===== src/rtl/opb_regbank_pkg.sv =====
// Shared types and constants for the Simulink-to-PPC OPB register bank.
package opb_regbank_pkg;

  localparam int MAX_CH = 16;

  // Register word offsets past the last channel register
  localparam int STATUS_OFS  = 0;
  localparam int CTRL_OFS    = 1;
  localparam int SNAPCNT_OFS = 2;

  localparam int NEW_BASE = 0;
  localparam int OVF_BASE = 16;

  typedef enum logic [1:0] {
    IDLE,
    DECODE,
    ACK
  } bus_state_t;

endpackage


===== src/rtl/opb_regbank_ch.sv =====
// One channel of the register bank: holding register plus NEW/OVF flags.
module opb_regbank_ch (
  input  logic        clk,
  input  logic        rst_n,
  input  logic [31:0] data_in,
  input  logic        capture,
  input  logic        clear,
  output logic [31:0] data,
  output logic        new_data,
  output logic        ovf
);

  // A capture coinciding with a STATUS clear restarts the flags rather than overflowing
  always_ff @(posedge clk or negedge rst_n) begin
    if (!rst_n) begin
      data     <= '0;
      new_data <= 1'b0;
      ovf      <= 1'b0;
    end else begin
      if (capture) begin
        data <= data_in;
      end
      new_data <= capture | (new_data & ~clear);
      ovf      <= (capture & new_data & ~clear) | (ovf & ~clear);
    end
  end

endmodule


===== src/rtl/opb_register_bank_simulink2ppc.sv =====
// Multi-channel Simulink-to-PPC OPB register bank with snapshot and clear-on-read status.
// Optional feature: define OPB_REGBANK_SNAPCNT_EN to map a snapshot pulse counter.
module opb_register_bank_simulink2ppc
  import opb_regbank_pkg::*;
#(
  parameter logic [31:0] C_BASEADDR   = 32'h01000600,
  parameter logic [31:0] C_HIGHADDR   = 32'h010006FF,
  parameter int          C_OPB_AWIDTH = 32,
  parameter int          C_OPB_DWIDTH = 32,
  parameter int          C_NUM_CH     = 4,
  parameter string       C_FAMILY     = "virtex5"
) (
  input  logic                      OPB_Clk,
  input  logic                      OPB_Rst_n,
  input  logic [0:C_OPB_AWIDTH-1]   OPB_ABus,
  input  logic [0:C_OPB_DWIDTH/8-1] OPB_BE,
  input  logic [0:C_OPB_DWIDTH-1]   OPB_DBus,
  input  logic                      OPB_RNW,
  input  logic                      OPB_select,
  input  logic                      OPB_seqAddr,
  output logic [0:C_OPB_DWIDTH-1]   Sl_DBus,
  output logic                      Sl_xferAck,
  output logic                      Sl_errAck,
  output logic                      Sl_retry,
  output logic                      Sl_toutSup,
  input  logic [32*C_NUM_CH-1:0]    user_data_in,
  input  logic [C_NUM_CH-1:0]       user_valid,
  input  logic                      user_snap
);

  localparam logic [31:0] STATUS_ADDR  = 32'(C_NUM_CH + STATUS_OFS);
  localparam logic [31:0] CTRL_ADDR    = 32'(C_NUM_CH + CTRL_OFS);
`ifdef OPB_REGBANK_SNAPCNT_EN
  localparam logic [31:0] SNAPCNT_ADDR = 32'(C_NUM_CH + SNAPCNT_OFS);
`endif

  bus_state_t state, state_next;
  logic        last_ack;
  logic [31:0] addr;
  logic [31:0] off;
  logic        in_window;
  logic        mapped;
  logic [31:0] rd_mux;
  logic [31:0] status_word;

  logic        xfer_ack;
  logic        err_ack;
  logic [31:0] rd_data;
  logic        req_rnw;
  logic        req_be3;
  logic        req_wbit0;
  logic [31:0] req_off;

  logic        freeze;
  logic        status_clr;
  logic        wr_ctrl;
  logic [C_NUM_CH-1:0] capture;
  logic [C_NUM_CH-1:0] new_flags;
  logic [C_NUM_CH-1:0] ovf_flags;
  logic [31:0] ch_data [C_NUM_CH];

  logic unused_inputs;

  assign unused_inputs = ^{OPB_seqAddr, OPB_BE[0:C_OPB_DWIDTH/8-2], OPB_DBus[0:C_OPB_DWIDTH-2]};

  assign addr      = OPB_ABus;
  assign off       = (addr - C_BASEADDR) >> 2;
  assign in_window = (addr >= C_BASEADDR) && (addr <= C_HIGHADDR);

  assign Sl_DBus    = rd_data;
  assign Sl_xferAck = xfer_ack;
  assign Sl_errAck  = err_ack;
  assign Sl_retry   = 1'b0;
  assign Sl_toutSup = 1'b0;

  assign status_clr = (state == ACK) && req_rnw && (req_off == STATUS_ADDR);
  assign wr_ctrl    = (state == ACK) && !req_rnw && (req_off == CTRL_ADDR) && req_be3;

  // In FREEZE mode only the snapshot strobe loads, and it loads every channel together
  always_comb begin
    for (int k = 0; k < C_NUM_CH; k++) begin
      capture[k] = freeze ? user_snap : user_valid[k];
    end
  end

  for (genvar k = 0; k < C_NUM_CH; k++) begin : g_ch
    opb_regbank_ch u_ch (
      .clk      (OPB_Clk),
      .rst_n    (OPB_Rst_n),
      .data_in  (user_data_in[32*k +: 32]),
      .capture  (capture[k]),
      .clear    (status_clr),
      .data     (ch_data[k]),
      .new_data (new_flags[k]),
      .ovf      (ovf_flags[k])
    );
  end

  always_comb begin
    status_word = '0;
    status_word[NEW_BASE +: C_NUM_CH] = new_flags;
    status_word[OVF_BASE +: C_NUM_CH] = ovf_flags;
  end

`ifdef OPB_REGBANK_SNAPCNT_EN
  logic [31:0] snapcnt;
  logic        wr_snapcnt;

  assign wr_snapcnt = (state == ACK) && !req_rnw && (req_off == SNAPCNT_ADDR);

  always_ff @(posedge OPB_Clk or negedge OPB_Rst_n) begin
    if (!OPB_Rst_n) begin
      snapcnt <= '0;
    end else if (wr_snapcnt) begin
      snapcnt <= user_snap ? 32'd1 : 32'd0;
    end else if (user_snap) begin
      snapcnt <= snapcnt + 32'd1;
    end
  end
`endif

  always_comb begin
    rd_mux = '0;
    mapped = 1'b0;
    for (int k = 0; k < C_NUM_CH; k++) begin
      if (off == 32'(k)) begin
        rd_mux = ch_data[k];
        mapped = 1'b1;
      end
    end
    if (off == STATUS_ADDR) begin
      rd_mux = status_word;
      mapped = 1'b1;
    end
    if (off == CTRL_ADDR) begin
      rd_mux = {31'd0, freeze};
      mapped = 1'b1;
    end
`ifdef OPB_REGBANK_SNAPCNT_EN
    if (off == SNAPCNT_ADDR) begin
      rd_mux = snapcnt;
      mapped = 1'b1;
    end
`endif
  end

  // The IDLE cycle right after ACK is skipped so a slow master's stale select is not re-served
  always_comb begin
    state_next = state;
    case (state)
      IDLE:    if (OPB_select && in_window && !last_ack) state_next = DECODE;
      DECODE:  state_next = OPB_select ? ACK : IDLE;
      ACK:     state_next = IDLE;
      default: state_next = IDLE;
    endcase
  end

  always_ff @(posedge OPB_Clk or negedge OPB_Rst_n) begin
    if (!OPB_Rst_n) begin
      state     <= IDLE;
      last_ack  <= 1'b0;
      xfer_ack  <= 1'b0;
      err_ack   <= 1'b0;
      rd_data   <= '0;
      req_rnw   <= 1'b0;
      req_be3   <= 1'b0;
      req_wbit0 <= 1'b0;
      req_off   <= '0;
    end else begin
      state    <= state_next;
      last_ack <= (state == ACK);
      xfer_ack <= 1'b0;
      err_ack  <= 1'b0;
      rd_data  <= '0;
      if (state == DECODE && OPB_select) begin
        xfer_ack  <= mapped;
        err_ack   <= !mapped;
        rd_data   <= (OPB_RNW && mapped) ? rd_mux : 32'd0;
        req_rnw   <= OPB_RNW;
        req_be3   <= OPB_BE[C_OPB_DWIDTH/8-1];
        req_wbit0 <= OPB_DBus[C_OPB_DWIDTH-1];
        req_off   <= off;
      end
    end
  end

  always_ff @(posedge OPB_Clk or negedge OPB_Rst_n) begin
    if (!OPB_Rst_n) begin
      freeze <= 1'b0;
    end else if (wr_ctrl) begin
      freeze <= req_wbit0;
    end
  end

endmodule


===== config.mk =====
export PLATFORM = sky130hd
export DESIGN_NAME = opb_register_bank_simulink2ppc
export DESIGN_NICKNAME = d
export VERILOG_FILES = /design/src/rtl/opb_regbank_pkg.sv /design/src/rtl/opb_regbank_ch.sv /design/src/rtl/opb_register_bank_simulink2ppc.sv
export SDC_FILE = /design/constraint.sdc
export NUM_CORES = 1
export LEC_CHECK = 0
export ABC_AREA = 1
export CAP_MARGIN = 20
export CELL_PAD_IN_SITES_DETAIL_PLACEMENT = 2
export CELL_PAD_IN_SITES_GLOBAL_PLACEMENT = 2
export CORE_UTILIZATION = 26
export CTS_CLUSTER_DIAMETER = 40
export DETAILED_ROUTE_END_ITERATION = 6
export HOLD_SLACK_MARGIN = 0.03
export PLACE_DENSITY = 0.81
export REMOVE_ABC_BUFFERS = 1
export SLEW_MARGIN = 25
export SYNTH_ARGS = -nofsm -noshare
export SYNTH_HDL_FRONTEND = slang
export SYNTH_HIERARCHICAL = 1
export SYNTH_SLANG_ARGS = --single-unit

===== constraint.sdc =====
create_clock -name OPB_Clk -period 1.75 [get_ports OPB_Clk]
set_clock_uncertainty 0.1 [all_clocks]
set_input_delay 0.35 -clock OPB_Clk [delete_from_list [all_inputs] [get_ports OPB_Clk]]
set_output_delay 0.35 -clock OPB_Clk [all_outputs]
set_load 0.03 [all_outputs]

Yosys cells after proc, flatten, opt, wreduce, memory -nomap -nowiden
Index checks and enable logic that the tools add are counted.

Flip-flop bits (word level): 207. Logic and storage cells: 98.

Order comparisons: 2. Bitwise gates (word level): 25. Equal/unequal tests: 10. Reduce and logical (&&, ||, !) cells: 15. Add/subtract/negate cells: 1. Mux-type cells: 23.

Operators with widths (number): 32-bit 2-to-1 mux (8); 30-bit by 3-bit equality test with 1-bit output (second input constant) (4); 30-bit by 2-bit equality test with 1-bit output (second input constant) (2); 32-bit by 25-bit >= comparator with 1-bit output (second input constant) (1); 32-bit by 25-bit less-or-equal comparator with 1-bit output (second input constant) (1); 32-bit logical NOT (1); 32-bit by 25-bit subtractor with 32-bit output (second input constant) (1); 30-bit by 1-bit equality test with 1-bit output (second input constant) (1); 1-bit AND (16); 1-bit 2-to-1 mux (12); 1-bit logical AND (10); 1-bit OR (8); 2-bit 2-to-1 mux (2); 2-bit case mux with 2 select lines (1); 1-bit logical NOT (3); 2-bit by 1-bit equality test with 1-bit output (second input constant) (1); 2-bit equality test (second input constant) (1); 2-bit logical NOT (1); 2-bit inequality test (second input constant) (1); 1-bit NOT (1).

Logic depth before layout (Yosys ltp)
Gate-level depths: netlist (run 1).

Depth after elaboration: 11. Gate-level depth with buffers: 21. Depth with buffers taken out: 19.

Hierarchy
Netlist (run 1), hierarchy kept.

By module, submodules not included: opb_regbank_ch (area an instance 1378.8 um^2, cells each 144, times used 4); opb_register_bank_simulink2ppc (area an instance 5459.0 um^2, cells each 871, times used 1).

Worst setup path after synthesis (run 1)
OpenSTA, ideal clock, no wires.

Kind: in2reg. Start: input port OPB_ABus[22] (netlist name). End: register rd_data[19] (netlist: Sl_DBus[12]). Data arrival time: 2.199 ns. Setup time: 0.118 ns. Data required time: 1.532 ns. Stages: 19. Slack: -0.667 ns. Path through: ha_1 inv_1 nand2_2 nor2_4 nand2_1 nand2_1 nand2_1 nand2_1 nand2_2 nor2_4 nand3_2 nor2_4 nand2_2 buf_2 buf_2 nand2_1 inv_1 a21oi_1 nor2_1.

Word-level cells in the longest chain between the ends: 11. Elaborated cells between the ends (all ways): 22.

Ends and longest elaborated chain: start, declared (line opb_register_bank_simulink2ppc.sv:15) `input logic [0:C_OPB_AWIDTH-1] OPB_ABus,`; 32-bit by 25-bit subtractor with 32-bit output * (line opb_register_bank_simulink2ppc.sv:67) `assign off = (addr - C_BASEADDR) >> 2;`; 32-bit logical NOT (line opb_register_bank_simulink2ppc.sv:126) `if (off == 32'(k)) begin`; 1-bit 2-to-1 mux (4 in a row) (line opb_register_bank_simulink2ppc.sv:126); 1-bit 2-to-1 mux (line opb_register_bank_simulink2ppc.sv:131) `if (off == STATUS_ADDR) begin`; 1-bit 2-to-1 mux (line opb_register_bank_simulink2ppc.sv:135) `if (off == CTRL_ADDR) begin`; 1-bit logical AND (line opb_register_bank_simulink2ppc.sv:178) `rd_data <= (OPB_RNW && mapped) ? rd_mux : 32'd0;`; 32-bit 2-to-1 mux * (line opb_register_bank_simulink2ppc.sv:178); 32-bit 2-to-1 mux * (line opb_register_bank_simulink2ppc.sv:175) `if (state == DECODE && OPB_select) begin`; end signal, assigned (line opb_register_bank_simulink2ppc.sv:178); end, declared (line opb_register_bank_simulink2ppc.sv:48) `logic [31:0] rd_data;`.

Every way passes the cells marked *; elsewhere a longest branch is shown, timed or not. A chain may end at the register's enable or synchronous reset.

Final worst setup path (run 1)
Start: input port OPB_ABus[22] (netlist name). End: register rd_data[0] (netlist: Sl_DBus[31]).

The elaborated chain is that of the path after synthesis.

==> results of run 1 <==
==> cell type report <==
type                    count  area, um^2
clock inverters            31         484
multi-input cells        1061        5830
diodes                      2        5.00
fillers                  4363       23100
inverters                 112         497
repair buffers            421        4190
flip-flops and latches    207        5180
clock buffers              53        1240
well taps                 532         666
==> state kept, by name, indices dropped and copies added, names as in the netlist <==
name,count
req_wbit0,1
req_be3,1
last_ack,1
Sl_xferAck,1
Sl_errAck,1
req_off,30
Sl_DBus,32
g_ch.u_ch/new_data,4
req_rnw,1
g_ch.u_ch/ovf,4
freeze,1
state,2
g_ch.u_ch/data,128
==> timing repair <==
item	4_1_cts	5_1_grt
gates cloned	7	3
hold endpoints to repair	112	0
gates resized for setup	374	161
pin swaps	99	60
endpoints found under the setup margin	81	63
setup buffers	47	30
hold buffers	2	0
==> synthesized netlist by cell type, drive strengths merged, types with 5 or more instances <==
cell,instances
or2,40
clkbuf,24
nand4,29
nand2,730
inv,111
nand3b,13
buf,44
dfrtp,207
nor2,122
nor4,7
nor3,5
a21oi,11
nand3,64
o21ai,25
==> power groups by stage <==
stage	Clock [mW]	Sequential, mW	Combinational (mW)
6_report	10.2	5.28	1.78
5_1_grt	10.5	5.30	1.88
4_1_cts	10.0	5.24	1.61
3_5_place_dp	0	5.30	1.45
3_3_place_gp	0	5.29	1.39
2_1_floorplan	0	5.24	0.512
==> kinds of logic after synthesis <==
family	Yosys count	synth area share [%]
adder cells (fa/ha/maj)	1	0.114
AO/OA/AOI/OAI	39	1.89
XOR/XNOR	6	0.479
other	1	0.0342
AND/OR/NAND/NOR	1013	40.8
flip-flops	207	47.2
buffers and inverters	180	9.44
==> worst reg2reg max path: stages (launching register included) <==
cell and delay, ns:
dfrtp_1 0.38, inv_1 0.15, nand4_1 0.13, nor3_1 0.48
nor4b_4 0.43, buf_6 0.25, inv_4 0.07, nand2_2 0.08
nand2_1 0.06
==> final timing paths <==
path	slack [ns]	endpoint	cells after the start	start
min in group asynchronous	0.24	Sl_errAck$_DFF_PN0_	2	OPB_Rst_n
hold / removal	0.1	state[0]$_DFFE_PN0P_	4	OPB_ABus[11]
max in group asynchronous	0.55	g_ch[3].u_ch/data[22]$_DFFE_PN0P_	3	OPB_Rst_n
setup reg to reg	-0.54	g_ch[2].u_ch/new_data$_DFF_PN0_	8	req_off[17]$_DFFE_PN0P_
hold reg to reg	0.36	g_ch[3].u_ch/data[9]$_DFFE_PN0P_	2	g_ch[3].u_ch/data[9]$_DFFE_PN0P_
setup / recovery	-1.17	Sl_DBus[31]$_DFF_PN0_	19	OPB_ABus[22]
==> metal layers <==
metal  GRT usage [%]  routed length (um)  vias up
li1                -                   -     5243
met1            32.1               25800     6269
met2            50.2               34200      602
met3            4.48                3930      273
met4            12.6                4680        0
met5               0                   0        -
==> impl_metrics.yaml, run 1 <==
timing:
  whs_ns: 0.0987
  max_slew_margin_pct: 59.8
  worst_pin_slew_ns: 0.601
  hold_viol_final: 0
  rsz0062_at_grt: "yes"
  slew_violations: 0
  tns_ns: -35.76
  finalCritPeriodShare_pct: 167
  setup_slack_ns: -1.17
  post-route-min-period_ns: 2.92
  setup_viol: 53
  fmax_mhz: 343
flow_run:
  maxCapViolCount: 0
global_routing:
  grt_pass1_wl_mm: 90.0
  antenna_found_initial: 3
  grt_pass1_vias: 14000
  track_usage_pct: 27.8
  grt_max_degree: 47
  grt-ovfl-total: 0
floorplan:
  num_rows: 74
  dieArea_um2: 43000
  fp.coreArea_um2: 41200
  die_x_um: 207
  die_h_um: 207
  pin_count: 242
  start_util_pct: 26.6
critical_path:
  endpoint_kind: "flop"
  worstPathRequired_ns: 2.12
  cp_cell_sequence: "buf_6, buf_4, nand2_4, nand2_4, nor2_4, buf_6, nand3_1, nand2_2, nand3_4, nor2_4, nand3_4, nor2_4, buf_6, buf_6, buf_4, nand3_1, nand3_2, a21oi_2, nor2_1"
  worstPathMaxFanout: 9
  crit_family: "simple AND/OR/NAND/NOR gates"
  arrival_ns: 3.29
  crit_path_top_delay_cell: "nor2_1"
  crit_path_max_incr_delay_ns: 0.33
  cpMostUsedCell: "buf_6"
  worst_setup_path_start_kind: "input pin"
  crit_type: "in2reg"
  critPathBufInv: 6
pwr:
  p_sw_mw: 4.62
  ir_drop_mv: 0.585
  p_per_area_nw_per_um2: 955
  leakagePower_nw: 8.95
  intPower_mw: 12.7
  pwr-share-comb_pct: 10.3
  swShare_pct: 26.7
  clock_power_share_pct: 59.1
  pwr-share-seq_pct: 30.6
  finalPower_mw: 17.3
clock_tree:
  clkTransAtPathRegs_ns: 0.07
  clock_sinks: 207
  numCtsBuffers: 45
  htreeDepth: 2
  clock_latency_ns: 0.61
  cts_tree: "done"
  clock_path_buffers: 3
  clockRootBuffer: "clkbuf_16"
routing:
  drt-pass1-iter-count: 5
  drt-wirelength-per-cell_um: 28.4
  ant_nets: 0
  drt_iter0_drc: 821
  vias: 12400
  routed_via_density: 5.12
  drc: 0
  totalWireLength_mm: 68.7
logic_synthesis:
  yosys_warnings: 6
  yosysTopAreaCell: "dfrtp_1"
  synth_edf_count: 0
  synthFlopType: "dfrtp_1"
  ys_types: 40
  synthCells: 1447
  yosys-top-cells-area: "dfrtp_1 (47%), nand2_1 (22%), nand2_2 (4.3%)"
  postSynthAreaPerCell_um2: 7.58
  ys_ff_latch: 207
  yosysTopAreaCellShare_pct: 47.2
  seq_area_frac_synth_pct: 47.2
  syn_area_um2: 11000
  ys_async_sr_fraction_pct: 100
placed_design:
  pre_cts_slack_ns: -1.75
  place.port_buffers: 204
  gp_congestion: 0.823
  placed_cells: 2247
  hpwl_mm: 32.6
  post_dp_cell_area_um2: 14300
final_layout:
  fin_area_um2: 18100
  nets: 2055
  layout-drive-gt1-share_pct: 35.5
  final-instance-count-excl-fill: 2419
  final_common_cell: "nand2_1"
  syn2layout_area_growth_pct: 64.8
  fin_util_pct: 43.9
  final_cell_mix: "nand2_1 (561), dfrtp_1 (205), buf_4 (161)"
run_status:
  status: "finished, violations left"
  violations: "negative setup slack"
worst_hold_path:
  hp-class: "in2reg"
(Power assumes the default switching activity.)
==> run 2: changes to the inputs <==
- SLEW_MARGIN: 25 -> 15
==> results of run 2 <==
No change in the layout: final DEF, timing and power equal those of run 1.
==> run 3: changes to the inputs <==
- CTS_CLUSTER_DIAMETER: 40 -> 30
==> impl_metrics.yaml, run 3 (synthesis results as in run 1) <==
clock_tree:
  clock_latency_ns: 0.59
  htreeDepth: 3
  clkTransAtPathRegs_ns: 0.05
  clock_path_buffers: 3
  numCtsBuffers: 66
  cts_tree: "done"
  clockRootBuffer: "clkbuf_16"
  clock_sinks: 207
critical_path:
  endpoint_kind: "flop"
  crit_path_max_incr_delay_ns: 0.25
  worstPathMaxFanout: 8
  cp_cell_sequence: "buf_8, ha_4, buf_4, xnor2_1, nor2_1, nand2_1, nor2_4, nand3_4, buf_6, buf_4, nor2_4, nand2_8, buf_12, inv_6, nand2_1, nand2_1, a21oi_2, nor2_2"
  worst_setup_path_start_kind: "input pin"
  crit_type: "in2reg"
  arrival_ns: 3.19
  worstPathRequired_ns: 2.15
  crit_path_top_delay_cell: "nand2_1"
  cpMostUsedCell: "nand2_1"
pwr:
  p_per_area_nw_per_um2: 1010
  ir_drop_mv: 0.533
  leakagePower_nw: 9.20
floorplan:
  dieArea_um2: 43000
  start_util_pct: 26.6
  die_h_um: 207
  die_x_um: 207
  fp.coreArea_um2: 41200
  num_rows: 74
  pin_count: 242
placed_design:
  place.port_buffers: 204
  pre_cts_slack_ns: -1.75
  gp_congestion: 0.823
  placed_cells: 2247
  post_dp_cell_area_um2: 14300
  hpwl_mm: 32.6
final_layout:
  regMostFlops: "g_ch.u_ch/data"
  syn2layout_area_growth_pct: 68.8
  final-instance-count-excl-fill: 2434
  largest_reg_flops: 128
  nets: 2065
  fin_area_um2: 18500
  multi_input_area_um2: 5920
  layout.area.seq_um2: 5180
  final_cell_mix: "nand2_1 (551), dfrtp_1 (207), nand2_2 (150)"
  n_fill_cell: 4398
  layout-drive-gt1-share_pct: 36.0
  final_common_cell: "nand2_1"
  diodes: 0
routing:
  drc: 0
  drt_iter0_drc: 761
  routed_via_density: 5.22
  drt-wirelength-per-cell_um: 29.3
  vias: 12700
  ant_nets: 0
  totalWireLength_mm: 71.2
  drt-pass1-iter-count: 5
timing:
  setup_slack_ns: -1.05
  post-route-min-period_ns: 2.80
  hold_viol_final: 0
  finalCritPeriodShare_pct: 160
  rsz0062_at_grt: "yes"
  slew_violations: 0
  fmax_mhz: 357
  setup_viol: 64
  max_slew_margin_pct: 65.2
  worst_pin_slew_ns: 0.521
global_routing:
  grt_max_degree: 47
  grt_pass1_wl_mm: 89.8
  grt_pass1_vias: 14000
  grt-ovfl-total: 0
  antenna_found_initial: 0
  track_usage_pct: 27.8
run_status:
  status: "finished, violations left"
  violations: "negative setup slack"
flow_run:
  maxCapViolCount: 0
worst_hold_path:
  hp-class: "in2reg"
-- run 3: cell types whose count changed in the layout (fill, tap and decap cells not counted), sizes merged, moves of 5 or more --
cell           previous run  this run
clkbuf                   62       111
buf                     227       213
bufinv                   12         1
clkdlybuf4s50           147       142
dlymetal6s2s              0         5
-- run 3: critical path, delay by kind of cell --
| kind | cells | cell delay, ns |
|---|---|---|
| AND/OR/NAND/NOR | 9 | 1.60 |
| AO/OA/AOI/OAI | 1 | 0.07 |
| XOR/XNOR | 1 | 0.17 |
| adder cells (fa/ha/maj) | 1 | 0.17 |
| buffers and inverters | 6 | 0.82 |
-- run 3: timing repair --
item,CTS,global route
pin swaps,78,79
hold buffers,1,0
gates resized for setup,379,170
gates cloned,7,7
endpoints found under the hold margin,72,0
buffers inserted,44,24
setup endpoints to repair,83,66
-- run 3: cell type report --
type / count / share of cell area (%)
Timing Repair Buffer: 410 / 22.4
Inverter: 112 / 2.72
Multi-Input combinational cell: 1061 / 32.0
Sequential cell: 207 / 28.0
Clock buffer: 98 / 10.8
Tap cell: 532 / 3.59
Clock inverter: 14 / 0.554
-- run 3: final timing paths --
| kind | from | endpoint | slack (ns) | cells after the start |
|---|---|---|---|---|
| worst min-delay path | OPB_ABus[18] | req_off[11]$_DFFE_PN0P_ | 0.14 | 4 |
| worst max-delay path | OPB_ABus[21] | Sl_DBus[31]$_DFF_PN0_ | -1.05 | 18 |
| max in group asynchronous | OPB_Rst_n | g_ch[3].u_ch/data[20]$_DFFE_PN0P_ | 0.55 | 3 |
| worst max register to register | req_off[12]$_DFFE_PN0P_ | g_ch[0].u_ch/ovf$_DFF_PN0_ | -0.47 | 7 |
| worst min register to register | g_ch[3].u_ch/data[9]$_DFFE_PN0P_ | g_ch[3].u_ch/data[9]$_DFFE_PN0P_ | 0.36 | 2 |
| min in group asynchronous | OPB_Rst_n | Sl_errAck$_DFF_PN0_ | 0.19 | 2 |
-- run 3: stage by stage --
step	total power, mW	util (%)	TNS (ns)	hold WS, ns
floorplan	5.76	-	-85.82	-0.0456
global placement	6.68	34.6	-61.91	0.209
detailed placement	6.75	34.6	-77.67	0.207
CTS	18.2	43.0	-20.40	0.0828
global route	19.1	45.0	-35.86	0.135
finish	18.7	45.0	-33.86	0.139
-- run 3: metal layers --
layer | vias up | GRT usage, % | routed length, um
li1 | 5273 | - | -
met1 | 6426 | 31.5 | 26700
met2 | 686 | 50.3 | 35200
met3 | 310 | 4.98 | 4200
met4 | 0 | 12.8 | 5170
met5 | - | 0 | 0
-- run 3: where the power goes --
| part | switching [mW] | internal (mW) | total [mW] |
|---|---|---|---|
| Clock | 3.73 | 7.89 | 11.6 |
| Combinational | 1.06 | 0.766 | 1.82 |
| Sequential | 0.219 | 5.07 | 5.29 |
| Total | 5.01 | 13.7 | 18.7 |
